**src/rtl/calc_pkg.sv**
```systemverilog
// Shared definitions for the calculator: widths, opcodes and sequencer states.
// The sequencer, its ALU and the calculator memory model all import this package.
package calc_pkg;

  localparam int DW        = 8;
  localparam int AW        = 4;
  localparam int MAX_STEPS = 255;

  localparam logic [3:0] OP_NOP  = 4'h0;
  localparam logic [3:0] OP_LD   = 4'h1;
  localparam logic [3:0] OP_ADD  = 4'h2;
  localparam logic [3:0] OP_SUB  = 4'h3;
  localparam logic [3:0] OP_AND  = 4'h4;
  localparam logic [3:0] OP_OR   = 4'h5;
  localparam logic [3:0] OP_XOR  = 4'h6;
  localparam logic [3:0] OP_ST   = 4'h7;
  localparam logic [3:0] OP_JMP  = 4'h8;
  localparam logic [3:0] OP_JZ   = 4'h9;
  localparam logic [3:0] OP_HALT = 4'hF;

  typedef enum logic [2:0] {
    S_IDLE,
    S_FETCH,
    S_DECODE,
    S_MEM,
    S_EXEC
  } state_t;

  // Ops whose result comes from the ALU and which also update the zero flag.
  function automatic logic is_alu_op(input logic [3:0] op);
    return (op >= OP_LD) && (op <= OP_XOR);
  endfunction

endpackage

```
**src/rtl/calc_alu.sv**
```systemverilog
// Combinational ALU for the accumulator ops LD/ADD/SUB/AND/OR/XOR.
// Any other opcode passes the accumulator through unchanged.
module calc_alu
  import calc_pkg::*;
#(
  parameter int W = DW
) (
  input  logic [3:0]   op,
  input  logic [W-1:0] acc,
  input  logic [W-1:0] operand,
  output logic [W-1:0] result,
  output logic         zero
);

  always_comb begin
    result = acc;
    case (op)
      OP_LD:   result = operand;
      OP_ADD:  result = acc + operand;
      OP_SUB:  result = acc - operand;
      OP_AND:  result = acc & operand;
      OP_OR:   result = acc | operand;
      OP_XOR:  result = acc ^ operand;
      default: result = acc;
    endcase
  end

  assign zero = (result == '0);

endmodule

```
**src/rtl/calc_sequencer.sv**
```systemverilog
// Accumulator-machine execution core: fetches from the instruction memory and
// executes against the data memory in a fixed four-cycle FETCH/DECODE/MEM/EXEC loop.
module calc_sequencer
  import calc_pkg::*;
#(
  parameter int DW        = calc_pkg::DW,
  parameter int AW        = calc_pkg::AW,
  parameter int MAX_STEPS = calc_pkg::MAX_STEPS
) (
  input  logic          clk,
  input  logic          rst,
  input  logic          start,
  output logic [AW-1:0] inst_addr,
  input  logic [7:0]    inst_out,
  output logic [AW-1:0] data_addr,
  output logic          data_we,
  output logic [DW-1:0] data_in,
  input  logic [DW-1:0] data_out,
  output logic          busy,
  output logic          done,
  output logic          fault,
  output logic [DW-1:0] acc
);

  localparam logic [7:0] STEP_LIMIT = 8'(MAX_STEPS);

  state_t        state;
  logic [AW-1:0] pc;
  logic [7:0]    ir;
  logic [7:0]    step_cnt;
  logic          zflag;
  logic          we_q;

  logic [3:0]    op;
  logic [AW-1:0] arg;
  logic [AW-1:0] pc_next;
  logic [7:0]    step_next;
  logic [DW-1:0] alu_result;
  logic          alu_zero;

  assign op        = ir[7:4];
  assign arg       = ir[AW-1:0];
  assign step_next = step_cnt + 8'd1;

  calc_alu #(.W(DW)) u_alu (
    .op      (op),
    .acc     (acc),
    .operand (data_out),
    .result  (alu_result),
    .zero    (alu_zero)
  );

  always_comb begin
    pc_next = pc + 1'b1;
    if ((op == OP_JMP) || ((op == OP_JZ) && zflag))
      pc_next = arg;
  end

  // A reset landing in the MEM cycle of a store must not reach the memory.
  assign data_we = we_q && !rst;

  always_ff @(posedge clk) begin
    if (rst) begin
      state     <= S_IDLE;
      pc        <= '0;
      ir        <= '0;
      step_cnt  <= '0;
      zflag     <= 1'b0;
      we_q      <= 1'b0;
      inst_addr <= '0;
      data_addr <= '0;
      data_in   <= '0;
      acc       <= '0;
      busy      <= 1'b0;
      done      <= 1'b0;
      fault     <= 1'b0;
    end else begin
      done <= 1'b0;
      case (state)
        S_IDLE: begin
          if (start) begin
            pc        <= '0;
            inst_addr <= '0;
            step_cnt  <= '0;
            zflag     <= 1'b0;
            fault     <= 1'b0;
            busy      <= 1'b1;
            state     <= S_FETCH;
          end
        end
        S_FETCH: state <= S_DECODE;
        S_DECODE: begin
          // Address and write strobe are staged here so they are valid for all of MEM.
          ir        <= inst_out;
          data_addr <= inst_out[AW-1:0];
          if (inst_out[7:4] == OP_ST) begin
            we_q    <= 1'b1;
            data_in <= acc;
          end
          state <= S_MEM;
        end
        S_MEM: begin
          we_q  <= 1'b0;
          done  <= (op == OP_HALT);
          state <= S_EXEC;
        end
        S_EXEC: begin
          step_cnt  <= step_next;
          pc        <= pc_next;
          inst_addr <= pc_next;
          if (is_alu_op(op)) begin
            acc   <= alu_result;
            zflag <= alu_zero;
          end
          if (op == OP_HALT) begin
            busy  <= 1'b0;
            state <= S_IDLE;
          end else if (step_next == STEP_LIMIT) begin
            fault <= 1'b1;
            busy  <= 1'b0;
            state <= S_IDLE;
          end else begin
            state <= S_FETCH;
          end
        end
        default: state <= S_IDLE;
      endcase
    end
  end

endmodule

```
**config.mk**
```make
export PLATFORM = sky130hd
export DESIGN_NAME = calc_sequencer
export DESIGN_NICKNAME = d
export VERILOG_FILES = /design/src/rtl/calc_pkg.sv /design/src/rtl/calc_alu.sv /design/src/rtl/calc_sequencer.sv
export SDC_FILE = /design/constraint.sdc
export NUM_CORES = 1
export LEC_CHECK = 0
export BUFFER_PORTS_ARGS = -buffer_cell sky130_fd_sc_hd__buf_2
export CAP_MARGIN = 15
export CORE_AREA = 2 2 105 67
export CTS_CLUSTER_DIAMETER = 50
export DETAILED_ROUTE_END_ITERATION = 8
export DIE_AREA = 0 0 107 69
export PLACE_DENSITY = 0.72
export SLEW_MARGIN = 20
export SYNTH_ARGS = -nofsm -noshare
export SYNTH_HDL_FRONTEND = slang
export SYNTH_HIERARCHICAL = 1
export SYNTH_SLANG_ARGS = --single-unit
```
**constraint.sdc**
```tcl
create_clock -name clk -period 3.01 [get_ports clk]
set_input_delay 0.602 -clock clk [delete_from_list [all_inputs] [get_ports clk]]
set_output_delay 0.602 -clock clk [all_outputs]
set_load 0.005 [all_outputs]
```
---- After elaboration in Yosys (flattened, before gate mapping) ----
Cells that the tools add are included.
word-level totals
  word-level logic and storage cells ...... 82
  register bits ........................... 48
  input port bits ......................... 19
  output and inout bits ................... 28
cells by class
  reduce and logical (&&, ||, !) cells .... 17
  $lt $le $gt $ge ......................... 2
  mux-type cells .......................... 22
  add/subtract/negate cells ............... 4
  bitwise logic cells ..................... 4
  equality and inequality tests ........... 21
operator list
  operator                                        count
  one-hot mux 8 bit (6 select lines)              1
  == test 4 x 3 -> 1 bit (second input constant)  4
  one-hot mux 8 bit (2 select lines)              1
  one-hot mux 3 bit (5 select lines)              1
  == test 4 bit (second input constant)           3
  2-to-1 mux 1 bit                                10
  inequality test 2 bit (second input constant)   5
  adder 8 x 1 -> 8 bit (second input constant)    1
  adder 8 bit                                     1
  bitwise AND 8 bit                               1
  == test 4 x 2 -> 1 bit (second input constant)  2
  == test 8 bit (second input constant)           1
  zero test 8 bit                                 1
  2-to-1 mux 4 bit                                2
  2-to-1 mux 8 bit                                1
  bitwise OR 8 bit                                1
  one-hot mux 1 bit (2 select lines)              4
  one-hot mux 4 bit (2 select lines)              1
  AND reduction 2 bit                             4
  subtractor 8 bit                                1
  XOR 8 bit                                       1
  == test 3 x 2 -> 1 bit (second input constant)  2
  AND reduction 3 bit                             2
  adder 4 x 1 -> 4 bit (second input constant)    1
  other kinds (15)                                18

---- Depth between registers and ports, before layout ----
Gate-level depths: netlist of run 1.
  depth in word-level cells ............... 5
  mapped depth ............................ 15
  mapped depth without buffers ............ 14

---- Hierarchy ----
Netlist of run 1, hierarchy kept.
modules (own cells, without submodules)
  module          times used  sequential area each (um2)  cells each  area an instance (um2)
  calc_sequencer  1           880.8                       215         1961.9
  calc_alu        1           0.0                         178         1282.5

---- Least setup slack after synthesis of run 1 ----
OpenSTA, ideal clock, no wires.
  path kind ............................... register to register
  from .................................... reg ir[5]
  to ...................................... reg zflag
  setup slack ............................. -126 ps
  library setup time ...................... 67 ps
  stages on the path, launching flop included .. 15
  arrival ................................. 3069 ps
  path buffers ............................ 2
  data required time ...................... 2943 ps
  period minus slack after synthesis ...... 3136 ps
  cell sequence ........................... dfxtp_1 > buf_2 > and4bb_2 > buf_2 > mux2i_1 > fa_1 > a211oi_1 > nor3b_1 > o2111ai_1 > o211ai_1 > or3b_1 > nor4b_2 > nand2_1 > a21o_1 > a21oi_2
on the way
  cells in the longest elaborated chain, start to end .. 5
  elaborated cells on any way between the ends .. 15
  classes of those cells .................. order compare (2); eq/ne (7); mux (3); reduce/logical (3)
RTL lines
  what                                                  line                   text
  from (decl)                                           calc_sequencer.sv:29   logic [7:0] ir;
  from (signal assigned)                                calc_sequencer.sv:94   ir <= inst_out;
  == test 4 x 3 -> 1 bit, or another cell as far along  calc_alu.sv:17         case (op)
  one-hot mux 8 bit (6 select lines) (*)                calc_alu.sv:17
  zero test 8 bit (*)                                   calc_alu.sv:28         assign zero = (result == '0);
  net alu_zero                                          calc_sequencer.sv:39   logic alu_zero;
  2-to-1 mux 1 bit (*)                                  calc_sequencer.sv:111  if (is_alu_op(op)) begin
  one-hot mux 1 bit (2 select lines) (*)                calc_sequencer.sv:79   case (state)
  to (signal assigned)                                  calc_sequencer.sv:113  zflag <= alu_zero;
  to (decl)                                             calc_sequencer.sv:31   logic zflag;
The timed path passes the listed nets; every way through them passes the cells marked *. The select of a mux whose other input is x is not followed.
A chain may end at the register's enable or synchronous reset.

---- Worst setup path in the final report of run 1 ----
  from .................................... reg ir[6]
  to ...................................... reg zflag
Same word-level chain as after synthesis.

==> out/metrics.yaml, run 1 <==
vdd.ir_drop.worst_mv: 0.202
tightest_slew_ps: 629
cts_buffer_depth: 2
cts_hold_buf: 0
crit_path_start_kind: "register"
drive_gt1_share_pct: 27.2
setup_viol: 1
crit_path_max_incr_delay_ps: 410
gp_routability_congestion: 0.911
synth_common_cells: "47 x nor2_1, 44 x dfxtp_1, 28 x mux2i_1, 27 x ha_1"
hold_slack_ps: 481
rsz0062_at_grt: "true"
clk-insertion-delay-late_ps: 290
synthArstFlopShare_pct: 0
fillers: 585
critical_path.cell_chain: "and4bb_4 > nor2_4 > xnor2_2 > ha_1 > a211oi_4 > nor3b_4 > o2111ai_1 > o211ai_1 > or3b_1 > nor4b_2 > nand2_1 > a21o_1 > a21oi_2"
wl_per_cell_um: 15.0
cts_tree: "done"
synth_top_cell_area_share_pct: 27.2
routed-wl-met2_um: 3470
vias: 3078
clk_pin_slew_ps: 80
slew_violations: 0
synth_area_leaders: "dfxtp_1 27%, ha_1 10%, mux2i_1 8.6%"
drt-total-wl_um: 8230
min_period_over_period_pct: 101
row_count: 23
arrival_ps: 3280
final_nets: 506
cp-end-kind: "register"
antenna_found_initial: 0
stdcell_count: 547
crit-reg2reg-launch: "ir[6]"
p_leak_nw: 1.72
critPathMaxFanout: 3
root_buffer: "clkbuf_8"
drt_first_pass_iters: 7
htree_levels: 2
reg2reg_depth: 13
required_ps: 3250
path_class: "reg2reg"
synth_nets: 440
place.detailed.hpwl_um: 6110
drc: 0
die_y_um: 69
power_density_nw_per_um2: 368
maxSlewHeadroom_pct: 58.1
port_buffers: 46
cts_made_buffers: 5
avgSynthCellArea_um2: 8.26
grt_pass1_wl_um: 13600
ys.flop_type: "dfxtp_1"
status: "finished, violations left"
start_util_pct: 50.6
ys_ff_latch: 44
fmax_mhz: 329
maxCapViolCount: 0
hold_violations: 0
ys_warn_count: 6
worst_slack_ps: -33.5
synth_area_leader_cell: "dfxtp_1"
hold_path_class: "reg2reg"
synth_edf_count: 0
cp_slowest_cell: "or3b_1"
ys_types: 70
vias_per_cell: 5.63
wl_met3_um: 466
die_area_um2: 7380
drt-met1-wl_um: 4260
grt_max_degree: 35
grt_pass1_vias: 2866
period_needed_ps: 3040
cts.sinks: 44
seq_area_frac_synth_pct: 27.2
antenna_left: 0
synth_area_um2: 3240
top_layer: "met4"
hp-start: "zflag"
first_iter_violations: 187
synthCells: 393
rrSetupSlack_ps: -30
core_um2: 6420
r2r_end: "zflag"
insertedDiodeCount: 0
dieWidth_um: 107
yosysMostFrequentCell: "nor2_1"
fin_skew_ps: 4.20
io_pins: 47
syn2layout_area_growth_pct: 20.7
grt_use_total_pct: 22.3
hold_path_end: "zflag"
dp_cells: 538
post-place-ws_ps: -367
grt-ovfl-total: 0
hold_depth: 2
violations: "setup timing"
where the power goes:
part           internal [W]  switching (W)  leakage (nW)
Combinational      0.000180       0.000204          1.31
Clock              0.000246       0.000198        0.0552
Sequential         0.000597      0.0000153         0.356
Total               0.00102       0.000417          1.72
layout make-up:
cell class / count / area, µm² / area share (%)
Clock buffer: 6 / 72.6 / 1.85
Tap cell: 87 / 109 / 2.78
Multi-Input combinational cell: 299 / 2200 / 56.1
Clock inverter: 2 / 35.0 / 0.895
Timing Repair Buffer: 86 / 534 / 13.6
Inverter: 23 / 86.3 / 2.21
Sequential cell: 44 / 882 / 22.5
timing repair:
| item | in CTS | in global routing |
|---|---|---|
| endpoints found under the setup margin | 1 | 1 |
| pin swaps | 18 | 5 |
| buffers inserted | 0 | 1 |
| gates resized for setup | 13 | 5 |
metrics by stage:
step | setup TNS, ps | cell area (µm²) | util (%) | total power (W)
after detailed placement | -485 | 3720 | 58.0 | 0.000986
after CTS | 0 | 3890 | 60.6 | 0.00144
after global placement | -390 | 3720 | 58.0 | 0.000977
after floorplan | 0 | 3270 | - | 0.000864
final | -33.5 | 3920 | 61.0 | 0.00144
after global routing | -198 | 3920 | 61.0 | 0.00151
how the worst max path moves through the flow:
stage,start,end,slack (ps)
final,ir[6],zflag,-30
after global routing,ir[6],zflag,-200
after detailed placement,data_out[0],zflag,-370
after global placement,data_out[2],zflag,-330
after floorplan,ir[5],zflag,3
after CTS,ir[6],zflag,5
cell families (layout without fill, tap and decap cells):
family          after synthesis  in the layout  share of synthesized area, %
mux                          29             29                          8.99
buf+inv                      50            117                          8.02
simple gates                140            140                          23.6
compound gates               91             91                          18.2
fa+ha+maj                    28             28                          11.0
xor+xnor                     11             11                          2.97
flops                        44             44                          27.1
placed cells by master, fill, tap and decap left out, types with 19 or more instances in the layout:
master,n
a21oi_1,20
buf_2,46
buf_4,39
dfxtp_1,43
ha_1,25
inv_1,22
mux2i_1,27
nand2_1,19
nor2_1,44
o21ai_0,22
state kept, by name, summed over array words and instances, names as in the netlist:
| signal | count |
|---|---|
| acc | 8 |
| busy | 1 |
| data_addr | 3 |
| data_in | 8 |
| done | 1 |
| fault | 1 |
| ir | 5 |
| pc | 4 |
| state | 3 |
| step_cnt | 8 |
| we_q | 1 |
| zflag | 1 |
layer usage:
| metal | global-route usage, % | vias up |
|---|---|---|
| met5 | 0 | - |
| met4 | 2.31 | 0 |
| met3 | 4.26 | 4 |
| met1 | 34.0 | 1449 |
| li1 | - | 1526 |
| met2 | 33.5 | 99 |
critical path: cells and delay by family (launching register included):
kind | cells | cell delay, ps
flops | 1 | 320
fa+ha+maj | 1 | 360
xor+xnor | 1 | 130
compound gates | 5 | 930
simple gates | 6 | 1260
Power figures use the tool's default switching activity.
==> run 2, diff against run 1 <==
Clock period 3.01 ns to 2.8 ns, I/O delays scaled along.
==> out/metrics.yaml, run 2 (synthesized netlist as in run 1, its figures left out) <==
die_y_um: 69  # unchanged
grt_max_degree: 37  # was 35
drt_first_pass_iters: 5  # was 7
min_period_over_period_pct: 106  # was 101%
design_area_um2: 3860  # was 3920 µm²
worst_slack_ps: -167  # was -33.5 ps
dieWidth_um: 107  # unchanged
hold_path_class: "reg2reg"  # unchanged
rsz0062_at_grt: "true"  # unchanged
largestRegisters: "acc x8, data_in x8, step_cnt x8"  # unchanged
wl_per_cell_um: 15.4  # was 15.0 µm
port_buffers: 46  # unchanged
maxSlewHeadroom_pct: 59.8  # was 58.1%
syn2layout_area_growth_pct: 19.0  # was 20.7%
grt_pass1_wl_um: 14200  # was 13600 µm
io_pins: 47  # unchanged
intPower_w: 0.00109  # was 0.00102 W
power.switching_w: 0.000456  # was 0.000417 W
cts.sinks: 44  # unchanged
drc: 0  # unchanged
grt_use_total_pct: 23.8  # was 22.3%
antenna_found_initial: 0  # unchanged
fin_skew_ps: 4.55  # was 4.20 ps
tightest_slew_ps: 604  # was 629 ps
cts_made_buffers: 5  # unchanged
reg2reg_depth: 13  # unchanged
power_density_nw_per_um2: 401  # was 368 nW/µm²
pwr-share-clk_pct: 31.8  # was 30.9%
clk-insertion-delay-late_ps: 300  # was 290 ps
tns_ps: -167  # was -33.5 ps
combPwrFrac_pct: 25.6  # was 26.6%
htree_levels: 2  # unchanged
slew_violations: 0  # unchanged
drive_gt1_share_pct: 25.9  # was 27.2%
root_buffer: "clkbuf_8"  # unchanged
place.detailed.hpwl_um: 6310  # was 6110 µm
drt-total-wl_um: 8400  # was 8230 µm
hold_violations: 0  # unchanged
antenna_left: 0  # unchanged
p_sw_share_pct: 29.5  # was 29.0%
mostFrequentLayoutCells: "46 x nor2_1, 46 x buf_2, 41 x dfxtp_1, 40 x buf_4"  # was 46 x buf_2, 44 x nor2_1, 43 x dfxtp_1, 39 x buf_4, 27 x mux2i_1
vdd.ir_drop.worst_mv: 0.289  # was 0.202 mV
violations: "setup timing"  # unchanged
start_util_pct: 50.6  # unchanged
insertedDiodeCount: 0  # unchanged
cts_buffer_depth: 2  # unchanged
period_needed_ps: 2970  # was 3040 ps
vias: 3046  # was 3078
maxCapViolCount: 0  # unchanged
fmax_mhz: 337  # was 329 MHz
setup_viol: 1  # unchanged
crit_path_start_kind: "register"  # unchanged
path_class: "reg2reg"  # unchanged
critPathMaxFanout: 4  # was 3
grt_pass1_vias: 2858  # was 2866
grt-ovfl-total: 0  # unchanged
dpl-instance-area_um2: 3730  # was 3720 µm²
status: "finished, violations left"  # unchanged
die_area_um2: 7380  # unchanged
arrival_ps: 3210  # was 3280 ps
cts_tree: "done"  # unchanged
required_ps: 3040  # was 3250 ps
row_count: 23  # unchanged
vias_per_cell: 5.57  # was 5.63
final_nets: 506  # unchanged
cts_hold_buf: 0  # unchanged
cp-end-kind: "register"  # unchanged
clk_pin_slew_ps: 80  # about the same
p_leak_nw: 1.71  # was 1.72 nW
hold_depth: 2  # unchanged
first_iter_violations: 174  # was 187
gp_routability_congestion: 0.880  # was 0.911
seqPwrFrac_pct: 42.7  # was 42.5%
core_um2: 6420  # unchanged
[run 2: critical path, stage by stage, from the launching register on]
cell,delay (ps)
dfxtp_2,320
and4bb_4,380
mux2i_2,280
ha_1,260
nor2b_1,140
o31a_1,260
buf_4,140
o21a_1,170
o21ai_0,160
nand3_1,150
nor4b_2,270
nand2_1,80
a21o_1,170
a21oi_2,120
[run 2: per-layer routing]
metal | up-vias | global-route usage (%) | share of wire, %
met5 | - | 0 | 0
met4 | 0 | 4.33 | 1.0
met3 | 9 | 4.64 | 4.8
met2 | 89 | 34.3 | 42
met1 | 1420 | 36.7 | 52
li1 | 1528 | - | -
[run 2: power by group through the flow]
stage	combinational [W]	clock [W]	sequential (W)
floorplan	0.000261	0	0.000669
global placement	0.000373	0	0.000672
detailed placement	0.000381	0	0.000673
CTS	0.000392	0.000495	0.000659
global route	0.000433	0.000528	0.000662
finish	0.000396	0.000491	0.000660
[run 2: stage by stage]
stage,std cells,hold slack (ps),power [W],util [%],setup WS [ps]
floorplan,393,447,0.000930,-,-130
global placement,538,463,0.00104,58.1,-410
detailed placement,538,466,0.00105,58.1,-473
CTS,547,484,0.00155,60.2,-145
global route,547,496,0.00162,60.2,-328
finish,547,483,0.00155,60.2,-167
[run 2: path summary, 6_finish.rpt]
path | startpoint | end | slack (ps)
worst max-delay path | ir[7] | zflag | -170
worst min register to register | zflag | zflag | 480
worst max register to register | ir[7] | zflag | -170
worst min-delay path | zflag | zflag | 480
[run 2: repair_timing]
item / in CTS / in global routing
pin swaps: 4 / 1
gates resized for setup: 4 / 1
setup buffers: 1 / 0
endpoints found under the setup margin: 1 / 3
[run 2: final cells by class]
type,instances,area [µm²]
clock inverters,2,35.0
inverters,23,86.3
flip-flops and latches,44,885
fillers,601,2560
clock buffers,6,72.6
well taps,87,109
multi-input cells,299,2140
repair buffers,86,531
